$ cat config.mk
export PLATFORM = sky130hd
export DESIGN_NAME = status_flag_ctrl
export DESIGN_NICKNAME = d
export VERILOG_FILES = /design/src/rtl/mos6502_pkg.sv /design/src/rtl/nmi_edge_detect.sv /design/src/rtl/status_flag_ctrl.sv
export SDC_FILE = /design/constraint.sdc
export NUM_CORES = 1
export LEC_CHECK = 0
export CAP_MARGIN = 20
export CORE_MARGIN = 3
export CORE_UTILIZATION = 44
export DETAILED_ROUTE_END_ITERATION = 10
export PLACE_DENSITY = 0.76
export SYNTH_ARGS = -nofsm -noshare
export SYNTH_HDL_FRONTEND = slang
export SYNTH_HIERARCHICAL = 1
export SYNTH_SLANG_ARGS = --single-unit
$ cat constraint.sdc
create_clock -name FSM_Signal -period 2.3 [get_ports FSM_Signal]
set_input_delay 0.46 -clock FSM_Signal [delete_from_list [all_inputs] [get_ports FSM_Signal]]
set_output_delay 0.46 -clock FSM_Signal [all_outputs]
set_load 0.05 [all_outputs]
$ cat src/rtl/mos6502_pkg.sv
// ============================================================================
// mos6502_pkg
// Shared definitions for the status-byte controller.
// Revision: 1.0
// ============================================================================
`default_nettype none

package mos6502_pkg;

   localparam int FLAG_N = 7;
   localparam int FLAG_V = 6;
   localparam int FLAG_U = 5;
   localparam int FLAG_B = 4;
   localparam int FLAG_D = 3;
   localparam int FLAG_I = 2;
   localparam int FLAG_Z = 1;
   localparam int FLAG_C = 0;

   localparam logic [2:0] FOP_NONE = 3'd0;
   localparam logic [2:0] FOP_CLC  = 3'd1;
   localparam logic [2:0] FOP_SEC  = 3'd2;
   localparam logic [2:0] FOP_CLI  = 3'd3;
   localparam logic [2:0] FOP_SEI  = 3'd4;
   localparam logic [2:0] FOP_CLV  = 3'd5;
   localparam logic [2:0] FOP_CLD  = 3'd6;
   localparam logic [2:0] FOP_SED  = 3'd7;

   localparam logic [1:0] VEC_NONE = 2'b00;
   localparam logic [1:0] VEC_IRQ  = 2'b01;
   localparam logic [1:0] VEC_NMI  = 2'b10;

   typedef enum logic [1:0] {
      ST_IDLE  = 2'd0,
      ST_PUSH  = 2'd1,
      ST_SET_I = 2'd2,
      ST_DONE  = 2'd3
   } state_t;

   typedef enum logic [1:0] {
      SRC_NONE = 2'd0,
      SRC_IRQ  = 2'd1,
      SRC_BRK  = 2'd2,
      SRC_NMI  = 2'd3
   } int_src_t;

   // Bit 5 reads as 1 and B never lives in the register; D is dropped without decimal support.
   function automatic logic [7:0] sanitize_p(input logic [7:0] p, input logic d_en);
      logic [7:0] s;
      s         = p;
      s[FLAG_U] = 1'b1;
      s[FLAG_B] = 1'b0;
      if (!d_en) s[FLAG_D] = 1'b0;
      return s;
   endfunction

endpackage

`default_nettype wire

$ cat src/rtl/nmi_edge_detect.sv
// ============================================================================
// nmi_edge_detect
// Falling-edge detector and pending latch for NMI; a new edge beats a clear.
// Revision: 1.0
// ============================================================================
`default_nettype none

module nmi_edge_detect (
   input  logic clk,
   input  logic rst,
   input  logic i_nmi_n,
   input  logic i_clr,
   output logic o_pend
);

   logic r_prev;
   logic r_pend;
   logic w_fall;

   assign w_fall = r_prev & ~i_nmi_n;

   always_ff @(negedge clk or posedge rst) begin
      if (rst) begin
         r_prev <= 1'b1;
         r_pend <= 1'b0;
      end else begin
         r_prev <= i_nmi_n;
         if (w_fall)
            r_pend <= 1'b1;
         else if (i_clr)
            r_pend <= 1'b0;
      end
   end

   assign o_pend = r_pend;

endmodule

`default_nettype wire

$ cat src/rtl/status_flag_ctrl.sv
// ============================================================================
// status_flag_ctrl
// Owns the 6502 P register and sequences interrupt entry (push P, set I, vector).
// Build option: DECIMAL_FLAG_EN implements the D flag; otherwise D is fixed at 0.
// Revision: 1.0
// ============================================================================
`default_nettype none

module status_flag_ctrl
   import mos6502_pkg::*;
#(
   parameter logic [7:0] P_RESET_VALUE = 8'h24,
   parameter bit         IRQ_MASKABLE  = 1'b1
) (
   input  logic       FSM_Signal,
   input  logic       reset,
   input  logic       alu_upd,
   input  logic [3:0] alu_mask,
   input  logic [3:0] alu_flags,
   input  logic [2:0] flag_op,
   input  logic       plp_load,
   input  logic [7:0] plp_data,
   input  logic       irq_n,
   input  logic       nmi_n,
   input  logic       brk_req,
   input  logic       insn_boundary,
   input  logic       push_ready,
   output logic       push_valid,
   output logic [7:0] push_data,
   output logic [1:0] int_vector_sel,
   output logic       int_busy,
   output logic       int_done,
   output logic [7:0] p_out
);

`ifdef DECIMAL_FLAG_EN
   localparam logic C_D_EN = 1'b1;
`else
   localparam logic C_D_EN = 1'b0;
`endif

   localparam logic [7:0] C_P_INIT = sanitize_p(P_RESET_VALUE, C_D_EN);

   state_t     r_state;
   int_src_t   r_src;
   logic [7:0] r_p;
   logic       r_push_valid;
   logic [7:0] r_push_data;
   logic [1:0] r_vec;
   logic       r_busy;
   logic       r_done;

   logic       w_nmi_pend;
   logic       w_nmi_clr;
   logic       w_irq_act;
   logic [7:0] w_p_wr;
   logic [7:0] w_push_byte;
   int_src_t   w_src_sel;
   int_src_t   w_src_push;

   nmi_edge_detect u_nmi (
      .clk     (FSM_Signal),
      .rst     (reset),
      .i_nmi_n (nmi_n),
      .i_clr   (w_nmi_clr),
      .o_pend  (w_nmi_pend)
   );

   assign w_irq_act = ~irq_n & (~r_p[FLAG_I] | ~IRQ_MASKABLE);
   assign w_nmi_clr = (r_state == ST_SET_I) && (r_src == SRC_NMI);

   // Flag-instruction bit is applied after the ALU bits so it wins on C/V collisions.
   always_comb begin
      w_p_wr = r_p;
      if (plp_load) begin
         w_p_wr = sanitize_p(plp_data, C_D_EN);
      end else begin
         if (alu_upd) begin
            if (alu_mask[3]) w_p_wr[FLAG_N] = alu_flags[3];
            if (alu_mask[2]) w_p_wr[FLAG_V] = alu_flags[2];
            if (alu_mask[1]) w_p_wr[FLAG_Z] = alu_flags[1];
            if (alu_mask[0]) w_p_wr[FLAG_C] = alu_flags[0];
         end
         case (flag_op)
            FOP_NONE: ;
            FOP_CLC:  w_p_wr[FLAG_C] = 1'b0;
            FOP_SEC:  w_p_wr[FLAG_C] = 1'b1;
            FOP_CLI:  w_p_wr[FLAG_I] = 1'b0;
            FOP_SEI:  w_p_wr[FLAG_I] = 1'b1;
            FOP_CLV:  w_p_wr[FLAG_V] = 1'b0;
            FOP_CLD:  if (C_D_EN) w_p_wr[FLAG_D] = 1'b0;
            FOP_SED:  if (C_D_EN) w_p_wr[FLAG_D] = 1'b1;
            default:  ;
         endcase
      end
   end

   always_comb begin
      w_src_sel = SRC_NONE;
      if (w_nmi_pend)
         w_src_sel = SRC_NMI;
      else if (brk_req)
         w_src_sel = SRC_BRK;
      else if (w_irq_act)
         w_src_sel = SRC_IRQ;
   end

   // A pending NMI takes over a BRK/IRQ entry still waiting on the stack path.
   assign w_src_push = w_nmi_pend ? SRC_NMI : r_src;

   always_comb begin
      w_push_byte         = w_p_wr;
      w_push_byte[FLAG_B] = (w_src_sel == SRC_BRK);
   end

   always_ff @(negedge FSM_Signal or posedge reset) begin
      if (reset) begin
         r_state      <= ST_IDLE;
         r_src        <= SRC_NONE;
         r_p          <= C_P_INIT;
         r_push_valid <= 1'b0;
         r_push_data  <= 8'h00;
         r_vec        <= VEC_NONE;
         r_busy       <= 1'b0;
         r_done       <= 1'b0;
      end else begin
         case (r_state)
            ST_IDLE: begin
               r_p <= w_p_wr;
               if (insn_boundary && (w_src_sel != SRC_NONE)) begin
                  r_src        <= w_src_sel;
                  r_push_valid <= 1'b1;
                  r_push_data  <= w_push_byte;
                  r_busy       <= 1'b1;
                  r_state      <= ST_PUSH;
               end
            end
            ST_PUSH: begin
               r_src <= w_src_push;
               if (push_ready) begin
                  r_push_valid <= 1'b0;
                  r_push_data  <= 8'h00;
                  r_vec        <= (w_src_push == SRC_NMI) ? VEC_NMI : VEC_IRQ;
                  r_state      <= ST_SET_I;
               end
            end
            ST_SET_I: begin
               r_p[FLAG_I] <= 1'b1;
               r_done      <= 1'b1;
               r_state     <= ST_DONE;
            end
            ST_DONE: begin
               r_done  <= 1'b0;
               r_vec   <= VEC_NONE;
               r_busy  <= 1'b0;
               r_src   <= SRC_NONE;
               r_state <= ST_IDLE;
            end
            default: r_state <= ST_IDLE;
         endcase
      end
   end

   assign push_valid     = r_push_valid;
   assign push_data      = r_push_data;
   assign int_vector_sel = r_vec;
   assign int_busy       = r_busy;
   assign int_done       = r_done;
   assign p_out          = r_p;

endmodule

`default_nettype wire

## After elaboration in Yosys (flattened, before gate mapping)

Index checks and enable logic that the tools add are counted.

| word-level totals | value |
|---|---|
| word-level logic and storage cells | 80 |
| bits of input ports | 28 |
| bits in registers | 26 |
| output and inout bits | 21 |

| cells by class | value |
|---|---|
| reduce and logical (&&, ||, !) cells | 16 |
| equal/unequal tests | 13 |
| bitwise operators | 5 |
| mux-type cells | 35 |

Operator list:

| kind | count |
|---|---|
| two-way mux 2 bit | 11 |
| two-way mux 8 bit | 2 |
| one-hot mux 8 bit (2 select lines) | 1 |
| nonzero test 2 bit | 7 |
| one-hot mux 1 bit (2 select lines) | 6 |
| == test 2 bit (second input constant) | 5 |
| two-way mux 1 bit | 10 |
| one-hot mux 2 bit (4 select lines) | 1 |
| AND reduction 2 bit | 4 |
| == test 3 x 2 -> 1 bit (second input constant) | 2 |
| == test 3 bit (second input constant) | 2 |
| two-way mux 3 bit | 2 |
| one-hot mux 2 bit (3 select lines) | 1 |
| != test 2 bit (second input constant) | 2 |
| one-hot mux 2 bit (2 select lines) | 1 |
| == test 3 x 1 -> 1 bit (second input constant) | 1 |
| NOT 1 bit | 3 |
| AND reduction 3 bit | 1 |
| nonzero test 3 bit | 1 |
| bitwise AND 1 bit | 2 |
| == test 2 x 1 -> 1 bit (second input constant) | 1 |
| logical AND 1 bit | 2 |
| zero test 2 bit | 1 |

## Longest topological paths before layout

| depth | value |
|---|---|
| word-level depth | 9 |
| depth in mapped cells | 7 |
| gate-level depth less buffers | 5 |

## Hierarchy

The synthesis kept the hierarchy.

By module, submodules not included:

| module | times used | cells an instance | area each (µm²) | seq. area each (µm²) |
|---|---|---|---|---|
| status_flag_ctrl | 1 | 126 | 1285.0 | 603.1 |
| nmi_edge_detect | 1 | 7 | 78.8 | 51.3 |

==> flow_summary.ini <==
[sta]
setup_viol = 31
finalWorstSetupSlack_ps = -458
finalHoldViolCount = 0
rsz0062_at_grt = true
slew_viol_final = 0
setup_tns_ps = -6250
finClkSkew_ps = 68.3

[placement]
place.gp.congestion = 0.811
port_buffers = 44
hpwl_um = 2910

[clocking]
clkTransAtPathRegs_ps = 80
root_buffer = clkbuf_4
cts.sinks = 26
cts_max_level = 1
cts_tree = yes
clockBufferDepth = 2
clkLatencyLatePin_ps = 390
cts_made_buffers = 3

[logic_synthesis]
synth_edf_count = 0
synth_cell_types = 40
ys_seq_area_frac = 0.480
async_flop_share = 1.00
synth.net_count = 166
synth.avg_cell_area_um2 = 10.3
synth_area_leaders = dfrtn_1 (42%), dfstp_2 (5.8%), ha_1 (4.6%)
synth_warnings = 6
synthCells = 133
ys.flop_type = dfrtn_1
netlist.area_leader.share = 0.422
synth_area_um2 = 1360
synth.most_common_cell = dfrtn_1
synth_top_cell_by_area = dfrtn_1
synth_seq_cells = 26
synth_common_cells = dfrtn_1 (23), inv_1 (15), nor2_1 (11)

[detailed_routing]
drtPass1Iterations = 4
via_count = 1325
wire_per_inst_um = 17.1
viasPerCell = 5.48
drc_errors = 0
wirelength_um = 4150
drt_iter0_markers = 43
ant_nets = 0

[worst_setup_path]
critPathTopFamily = flip-flops
worstSetupPathDepth = 1
cpPeakStageDelay_ps = 630
setup.worst_path.start_class = flop
r2r_cells = 6
path_max_fanout = 2
critPathRequiredTime_ps = 1840
crit_buf_inv = 1
crit_path_top_delay_cell = dfstp_4
path_cells = buf_12
end_kind = primary output
worst_ep_arrival_time_ps = 2300
critPathKind = flop to primary output

[floorplan]
die_h_um = 61.7
start_util = 0.478
core_area_um2 = 2850
die_w_um = 61.7
rows = 19
ios = 49
dieArea_um2 = 3800

[run_status]
violations = negative setup slack
outcome = finished with violations

[global_routing]
grt_pass1_vias = 1323
grt_usage = 0.228
antenna_found_initial = 0
grt_max_degree = 15
grt_pass1_wl_um = 6230
grt-ovfl-total = 0

[pwr]
vdd_ir_drop_max_v = 0.000842
p_per_area_nw_per_um2 = 1270
leakage_nw = 1.15
p_total_mw = 3.09

[worst_hold_path]
hold_path.class = flop to flop
whs_path_depth = 1

[finish]
drive_above_1_share = 0.464
antenna_cells = 0
syn_to_final_growth_pct = 78.8
nNetsFinal = 245

[flow_run]
maxCapViolations = 0
-- logic make-up after synthesis --
group                    count (synthesis)  share of synthesized area
AO/OA/AOI/OAI                           42                      0.239
AND/OR/NAND/NOR                         31                      0.106
flip-flops                              26                      0.480
buffers and inverters                   20                     0.0642
multiplexers                             8                     0.0624
adder cells (fa/ha/maj)                  5                     0.0459
other                                    1                    0.00275
-- path summary, 6_finish.rpt --
path / start / endpoint / slack (ps)
max: p_out[2] / p_out[2] / -460
min: push_data[0] / push_data[0] / 490
max in group asynchronous: reset / p_out[6] / 500
max reg2reg: p_out[2] / r_src[1] / 370
min in group asynchronous: reset / u_nmi/o_pend / 1370
min reg2reg: push_data[0] / push_data[0] / 490
-- through the flow --
stage	setup slack, ps	std cells	hold WS [ps]	util	cell area, um2
after floorplan	-250	133	494	-	1440
after global placement	-801	221	496	0.779	2220
after detailed placement	-835	221	495	0.779	2220
after CTS	-463	241	501	0.847	2420
after global routing	-504	242	518	0.855	2440
final	-458	242	495	0.855	2440
-- report_power, final --
group | switching [mW] | internal (mW)
clock network | 0.147 | 0.0750
registers | 0.166 | 0.645
logic | 1.05 | 1.01
total | 1.36 | 1.73
-- flip-flops by register name (all words and copies together), names as in the netlist --
| register | count |
|---|---|
| push_valid | 1 |
| u_nmi/o_pend | 1 |
| r_src | 2 |
| push_data | 8 |
| int_done | 1 |
| int_busy | 1 |
| p_out | 7 |
| u_nmi/r_prev | 1 |
| r_state | 2 |
| int_vector_sel | 2 |
-- timing repair --
action,CTS,global route
hold buffers,0,0
endpoints found under the setup margin,41,38
pin swaps,20,11
setup buffers,14,1
gates resized for setup,62,16
gates cloned,1,0
-- cell usage in the layout, fill, tap and decap left out, drive strengths merged, types with 3 or more instances in the layout --
| master | n |
|---|---|
| nor2 | 12 |
| nor2b | 3 |
| dfstp | 3 |
| a21oi | 4 |
| inv | 16 |
| clkdlybuf4s15 | 5 |
| nand2 | 9 |
| a22oi | 3 |
| mux2i | 4 |
| dlygate4sd2 | 4 |
| clkbuf | 6 |
| buf | 59 |
| o21ai | 9 |
| a22o | 3 |
| clkdlybuf4s50 | 7 |
| mux2 | 4 |
| ha | 5 |
| o2bb2ai | 4 |
| dfrtn | 23 |
-- layout make-up --
cell class,count,area (um2)
repair buffers,77,892
multi-input cells,88,763
flip-flops and latches,26,658
fillers,148,414
inverters,13,48.8
well taps,31,38.8
clock buffers,4,26.3
clock inverters,3,11.3
-- layer usage --
metal  routed length, um  up-vias  global-route usage
li1                    -      623                   -
met1                1600      643               0.264
met2                2160       51               0.399
met3                 293        8              0.0356
met4                  87        0               0.127
met5                   0        -                   0
No activity file was read; power rests on OpenSTA's default activity.
